<file path="config.mk">
export PLATFORM = sky130hd
export DESIGN_NAME = quick_spi_arbiter
export DESIGN_NICKNAME = d
export VERILOG_FILES = /design/src/rtl/quick_spi_arbiter.sv
export SDC_FILE = /design/constraint.sdc
export NUM_CORES = 1
export LEC_CHECK = 0
export ABC_CLOCK_PERIOD_IN_PS = 3500
export BUFFER_PORTS_ARGS = -buffer_cell sky130_fd_sc_hd__buf_4
export CELL_PAD_IN_SITES_DETAIL_PLACEMENT = 1
export CELL_PAD_IN_SITES_GLOBAL_PLACEMENT = 2
export CORE_MARGIN = 2
export CORE_UTILIZATION = 28
export DETAILED_ROUTE_END_ITERATION = 6
export GPL_ROUTABILITY_DRIVEN = 1
export PLACE_DENSITY_LB_ADDON = 0.12
export SKIP_CTS_REPAIR_TIMING = 1
export SLEW_MARGIN = 20
export SYNTH_ARGS = -nofsm -noshare
export SYNTH_HDL_FRONTEND = slang
export SYNTH_SLANG_ARGS = --single-unit
</file>
<file path="constraint.sdc">
create_clock -name clk -period 3.5 [get_ports clk]
set_clock_uncertainty 0.2 [all_clocks]
set_input_delay 0.35 -clock clk [delete_from_list [all_inputs] [get_ports clk]]
set_output_delay 0.35 -clock clk [all_outputs]
set_load 0.05 [all_outputs]
</file>
<file path="src/rtl/quick_spi_arbiter.sv">
// Round-robin arbiter sharing one quick_spi master between NUM_REQUESTERS clients.
// Optional BUSY watchdog enabled by defining QUICK_SPI_ARBITER_TIMEOUT_EN.
module quick_spi_arbiter #(
  parameter int NUM_REQUESTERS      = 3,
  parameter int NUMBER_OF_SLAVES    = 2,
  parameter int INCOMING_DATA_WIDTH = 8,
  parameter int OUTGOING_DATA_WIDTH = 16,
  parameter int GAP_CYCLES          = 2,
  parameter int TIMEOUT_CYCLES      = 4096
) (
  input  logic                                          clk,
  input  logic                                          reset_n,
  input  logic [NUM_REQUESTERS-1:0]                     req,
  input  logic [NUM_REQUESTERS*NUMBER_OF_SLAVES-1:0]    req_slave,
  input  logic [NUM_REQUESTERS-1:0]                     req_operation,
  input  logic [NUM_REQUESTERS*OUTGOING_DATA_WIDTH-1:0] req_data,
  output logic [NUM_REQUESTERS-1:0]                     grant,
  output logic [NUM_REQUESTERS-1:0]                     done,
  output logic                                          timeout,
  output logic [INCOMING_DATA_WIDTH-1:0]                rsp_data,
  output logic                                          spi_enable,
  output logic                                          spi_start_transaction,
  output logic [NUMBER_OF_SLAVES-1:0]                   spi_slave,
  output logic                                          spi_operation,
  output logic [OUTGOING_DATA_WIDTH-1:0]                spi_outgoing_data,
  input  logic                                          spi_end_of_transaction,
  input  logic [INCOMING_DATA_WIDTH-1:0]                spi_incoming_data
);

  localparam int PW = (NUM_REQUESTERS > 1) ? $clog2(NUM_REQUESTERS) : 1;
  localparam int GW = (GAP_CYCLES > 1) ? $clog2(GAP_CYCLES) : 1;
  localparam logic [GW-1:0] GAP_LAST = GW'(GAP_CYCLES - 1);
  localparam logic [PW-1:0] PTR_LAST = PW'(NUM_REQUESTERS - 1);

  typedef enum logic [1:0] {IDLE, START, BUSY, GAP} state_t;

  state_t                    state;
  logic [PW-1:0]             ptr;
  logic [PW-1:0]             winner;
  logic [PW:0]               idx;
  logic                      found;
  logic [NUM_REQUESTERS-1:0] win_onehot;
  logic [GW-1:0]             gap_cnt;

`ifdef QUICK_SPI_ARBITER_TIMEOUT_EN
  localparam int TW = (TIMEOUT_CYCLES > 1) ? $clog2(TIMEOUT_CYCLES) : 1;
  localparam logic [TW-1:0] TO_LAST = TW'(TIMEOUT_CYCLES - 1);
  logic [TW-1:0] busy_cnt;
  logic          timeout_q;
  assign timeout = timeout_q;
`else
  assign timeout = 1'b0;
`endif

  // Scan clients starting at the pointer, wrapping; first requester wins.
  always_comb begin
    found      = 1'b0;
    winner     = '0;
    idx        = '0;
    win_onehot = '0;
    for (int unsigned i = 0; i < NUM_REQUESTERS; i++) begin
      idx = {1'b0, ptr} + (PW+1)'(i);
      if (idx >= (PW+1)'(NUM_REQUESTERS)) idx = idx - (PW+1)'(NUM_REQUESTERS);
      if (!found && req[idx[PW-1:0]]) begin
        found  = 1'b1;
        winner = idx[PW-1:0];
      end
    end
    win_onehot[winner] = 1'b1;
  end

  always_ff @(posedge clk or negedge reset_n) begin
    if (!reset_n) begin
      state                 <= IDLE;
      ptr                   <= '0;
      gap_cnt               <= '0;
      grant                 <= '0;
      done                  <= '0;
      rsp_data              <= '0;
      spi_enable            <= 1'b1;
      spi_start_transaction <= 1'b0;
      spi_slave             <= '0;
      spi_operation         <= 1'b0;
      spi_outgoing_data     <= '0;
`ifdef QUICK_SPI_ARBITER_TIMEOUT_EN
      busy_cnt              <= '0;
      timeout_q             <= 1'b0;
`endif
    end else begin
      done                  <= '0;
      spi_start_transaction <= 1'b0;
`ifdef QUICK_SPI_ARBITER_TIMEOUT_EN
      timeout_q             <= 1'b0;
`endif
      case (state)
        IDLE: begin
          if (found) begin
            grant             <= win_onehot;
            spi_slave         <= req_slave[int'(winner)*NUMBER_OF_SLAVES +: NUMBER_OF_SLAVES];
            spi_operation     <= req_operation[winner];
            spi_outgoing_data <= req_data[int'(winner)*OUTGOING_DATA_WIDTH +: OUTGOING_DATA_WIDTH];
            ptr               <= (winner == PTR_LAST) ? '0 : winner + 1'b1;
            state             <= START;
          end
        end
        START: begin
          spi_start_transaction <= 1'b1;
`ifdef QUICK_SPI_ARBITER_TIMEOUT_EN
          busy_cnt              <= '0;
`endif
          state                 <= BUSY;
        end
        BUSY: begin
          // grant still holds the owner's one-hot, so it doubles as the done mask
          if (spi_end_of_transaction) begin
            rsp_data <= spi_incoming_data;
            done     <= grant;
            grant    <= '0;
            gap_cnt  <= '0;
            state    <= GAP;
          end
`ifdef QUICK_SPI_ARBITER_TIMEOUT_EN
          else if (busy_cnt == TO_LAST) begin
            rsp_data   <= '0;
            done       <= grant;
            timeout_q  <= 1'b1;
            grant      <= '0;
            gap_cnt    <= '0;
            spi_enable <= 1'b0;
            state      <= GAP;
          end else begin
            busy_cnt <= busy_cnt + 1'b1;
          end
`endif
        end
        GAP: begin
          if (gap_cnt == GAP_LAST) begin
            spi_enable <= 1'b1;
            state      <= IDLE;
          end else begin
            gap_cnt <= gap_cnt + 1'b1;
          end
        end
        default: state <= IDLE;
      endcase
    end
  end

endmodule

</file>
# Word level (Yosys, flattened, before mapping)
# Index checks and enable logic that the tools add are counted.
# totals
input_bits	71
out_inout_bits	36
reg_bits	39
# classes
n_reduce_logical	13
eq_ne	7
shifts	2
n_addsub	7
n_mux	33
magnitude_cmp	8
# ops
operator	n
variable part select 48 x 7 -> 16 bit	1
two-way mux 2 bit	10
less-than comparator 2 x 3 -> 1 bit, second input constant	4
two-way mux 3 bit	4
two-way mux 1 bit	11
binary-select mux 1 bit (select 2 bit)	4
case mux 2 bit (4 select lines)	1
equality test 2 bit, second input constant	3
greater-or-equal comparator 3 x 2 -> 1 bit, second input constant	2
inequality test 2 bit, second input constant	3
case mux 3 bit (2 select lines)	1
AND reduction 2 bit	3
AND reduction 3 bit	2
variable part select 6 x 4 -> 2 bit	1
subtractor 2 bit, second input constant	3
nonzero test 2 bit	2
adder 2 x 1 -> 3 bit, second input constant	1
adder 2 x 2 -> 3 bit, second input constant	1
logical AND 1 bit	3
adder 2 x 1 -> 2 bit, second input constant	1
demux 1 bit (select 2 bit)	1
equality test 2 x 1 -> 1 bit, second input constant	1
greater-or-equal comparator 2 x 1 -> 1 bit, second input constant	1
greater-or-equal comparator 2 bit, second input constant	1
4 further kinds	5

# Longest topological paths before layout
# logic_depth
ltp_word	17
mapped_depth	12
mapped_depth_nobuf	8

# Worst setup path before layout
# Ideal clock, no wire load.
# synth_path
path_kind	flip-flop to flip-flop
startpoint	reg ptr[0]
endpoint	reg spi_outgoing_data[10]
arrival_time_ns	2.171
setup_time_ns	0.128
slack_ns	1.001
required_time_ns	3.172
stages_incl_launch_ff	13
path_buffers	4
cell_sequence	dfrtp_1 inv_1 ha_1 buf_4 mux2i_1 o22ai_2 nor3_2 nand2b_4 buf_6 or2_1 buf_6 buf_6 o211ai_2
# synth_via
elab_chain_cells	12
word_cells_on_any_way	29
# synth_lines
item	line	text
start, declared	38	logic [PW-1:0] ptr;
start signal, assigned	102	ptr <= (winner == PTR_LAST) ? '0 : winner + 1'b1;
branches (longest 12 deep; another with adder 2 x 1 -> 3 bit)	-	
end signal, assigned	101	spi_outgoing_data <= req_data[int'(winner)*OUTGOING_DATA_WIDTH +: OUTGOING_DATA_WIDTH];
end, declared	25	output logic [OUTGOING_DATA_WIDTH-1:0] spi_outgoing_data,
# Parallel ways; which one is timed is not known. The select of a mux whose other input is x is not followed.
# A chain may end at the register's enable or synchronous reset.

# Worst setup path in the final report
# layout_path
startpoint	reg ptr[0]
endpoint	reg spi_outgoing_data[14]
# The elaborated chain is that of the path after synthesis.

==> impl_metrics.json <==
{
  "drv_cap": 0,
  "rsz0062_at_grt": "false",
  "crit_chain": "inv_1, ha_1, mux2i_1, o22ai_2, nor3_2, nand2b_4, or2_1, buf_4, o211ai_1",
  "slew_viol_final": 0,
  "setup_ws_ps": 385,
  "cts_max_level": 2,
  "final_core_util": 0.392,
  "first_pass_iters": 4,
  "grt_pass1_wl_mm": 13.9,
  "track_usage": 0.171,
  "finalCriticalPeriod_ps": 3120,
  "grt.overflow.total": 0,
  "die_w_um": 101,
  "yosys_warnings": 0,
  "p_per_area_nw_per_um2": 1040,
  "mostFrequentLayoutCell": "buf_4",
  "diodes": 0,
  "drcViolationCount": 0,
  "final_cells": 491,
  "dp_cells": 483,
  "antenna_found_initial": 0,
  "clock_power_share": 0.085,
  "dp_slack_ps": 364,
  "p_sw_frac": 0.533,
  "cts_num_sinks": 39,
  "p_leak_uw": 0.00171,
  "syn_area_um2": 2650,
  "wl_mm": 8.69,
  "synth_cell_types": 43,
  "die_y_um": 101,
  "yosysTopAreaCell": "dfrtp_1",
  "rows": 35,
  "fmax_mhz": 321,
  "grt_pass1_vias": 2682,
  "place_hpwl_mm": 6.27,
  "power.internal_uw": 1750,
  "drt_first_iter_violations": 81,
  "r2r_slack_ps": 380,
  "met3_length_um": 557,
  "via_per_inst": 5.29,
  "ys.flop_type": "dfrtp_1",
  "cts_tree": "yes",
  "wl_per_cell_um": 17.7,
  "synthCells": 287,
  "ir_drop_mv": 0.255,
  "clkTransAtPathRegs_ps": 80,
  "pwr-share-comb": 0.707,
  "synth_top_cell_area_share": 0.368,
  "worst_pin_slew_ps": 970,
  "whs_ps": 91.1,
  "fin_nets": 459,
  "hold_viol": 0,
  "hp-class": "in -> reg",
  "syn_area_per_cell_um2": 9.23,
  "wl_met1_mm": 3.98,
  "finalSetupTns_ps": 0,
  "drive_above_1_share": 0.397,
  "cts-buffers-inserted": 5,
  "synthTopCellsByArea": "dfrtp_1 (37%), nand3_1 (7.2%), a22o_1 (6.9%)",
  "io-pin-count": 107,
  "syn2layout_area_growth_pct": 36.0,
  "async_flop_share": 1.00,
  "worstPathArrival_ps": 3080,
  "cp-start-kind": "flop",
  "coreArea_um2": 9200,
  "report.final.setup_viol": 0,
  "ys_ff_latch": 39,
  "crit_slowest_cell": "ha_1",
  "pwr-share-seq": 0.209,
  "syn-num-nets": 366,
  "met2_length_mm": 4.07,
  "synth_edf_count": 0,
  "ys_seq_area_frac": 0.368,
  "path_class": "reg -> reg",
  "cts_buffer_depth": 2,
  "final_cell_mix": "buf_4 (113), dfrtp_1 (39), nand3_1 (38), nor2_1 (25), nand2_1 (25)",
  "fin_crit_sh": 0.890,
  "outcome": "finished, final reports clean",
  "place_congestion": 0.735,
  "slowest_delay_ps": 480,
  "cts_root_buffer": "clkbuf_8",
  "crit_fanout": 25,
  "routed.top_layer": "met4",
  "insertion_delay_ps": 290,
  "start_util": 0.288,
  "ant_nets": 0,
  "end_kind": "flop",
  "slew_headroom": 0.353,
  "n_fill_cell": 1085,
  "via_count": 2595,
  "required_ps": 3460,
  "port_buffers": 104,
  "grt_start_max_net_pins": 40,
  "die-area_um2": 10300,
  "netSwitchingPower_uw": 1990
}
[synthesized netlist by cell type (2+ instances only)]
cell / number
mux2_2: 10
buf_2: 5
inv_1: 6
clkbuf_1: 15
a21oi_1: 6
nor2_1: 26
ha_1: 8
nor2b_1: 4
mux2i_1: 3
dfrtp_1: 39
nor3_1: 4
o21ai_0: 2
and3_1: 3
nand2_1: 25
o211ai_1: 9
nand3_1: 38
conb_1: 2
nand3b_1: 2
nand2b_1: 4
buf_6: 3
buf_4: 4
a22o_1: 21
o211ai_2: 10
a311oi_1: 19
[critical path, delay by kind of cell (launching register included)]
kind                       cells  cell delay [ps]
and+or+nand+nor                3              870
DFF                            1              420
adders and majority gates      1              480
buffers and inverters          2              380
muxes                          1              310
AOI/OAI and AO/OA              2              310
[through the flow]
step                      power, uW  cell area [um^2]
final                          3740              3600
after global routing           4030              3600
after CTS                      3790              3590
after detailed placement       3470              3500
after global placement         3420              3500
after floorplan                2720              2650
[state kept, by name, indices dropped and copies added, names as in the netlist]
name and count:
gap_cnt 1, done 3, spi_start_transaction 1, rsp_data 8, spi_slave 2, spi_operation 1
ptr 2, state 2, spi_outgoing_data 16, grant 3
[layer usage]
metal	up-vias	track usage
met5	-	0
met4	0	0.0333
met3	6	0.0359
met2	89	0.293
met1	1253	0.225
li1	1247	-
[cell type report]
| cell class | instances | area [um^2] | share of cell area |
|---|---|---|---|
| tap | 111 | 139 | 0.0386 |
| sequential | 39 | 976 | 0.271 |
| inverter | 6 | 22.5 | 0.00625 |
| clock inverter | 1 | 5.00 | 0.00139 |
| clock buffer | 6 | 82.6 | 0.0229 |
| timing repair buffer | 114 | 858 | 0.238 |
| multi-input combinational | 214 | 1520 | 0.422 |
[power groups by stage]
stage	clock, uW	combinational, uW	sequential, uW
after floorplan	0	1380	1350
after global placement	0	2640	783
after detailed placement	0	2670	793
after CTS	328	2680	786
after global routing	346	2880	811
final	317	2650	781
[path summary, 6_finish.rpt]
check / startpoint / endpoint / depth (start not counted)
worst max-delay path: ptr[0] / spi_outgoing_data[14] / 9
worst min-delay path: spi_incoming_data[5] / rsp_data[5] / 2
worst max register to register: ptr[0] / spi_outgoing_data[14] / 9
worst min register to register: spi_outgoing_data[12] / spi_outgoing_data[12] / 2
max in group asynchronous: reset_n / rsp_data[2] / 2
min in group asynchronous: reset_n / state[1] / 2
[cells by family after synthesis]
| group | share of synthesized area |
|---|---|
| buffers and inverters | 0.0647 |
| AO/OA/AOI/OAI | 0.255 |
| flip-flops | 0.368 |
| adder cells (fa/ha/maj) | 0.0378 |
| other | 0.00284 |
| AND/OR/NAND/NOR | 0.204 |
| multiplexers | 0.0675 |
(Power assumes the default switching activity.)
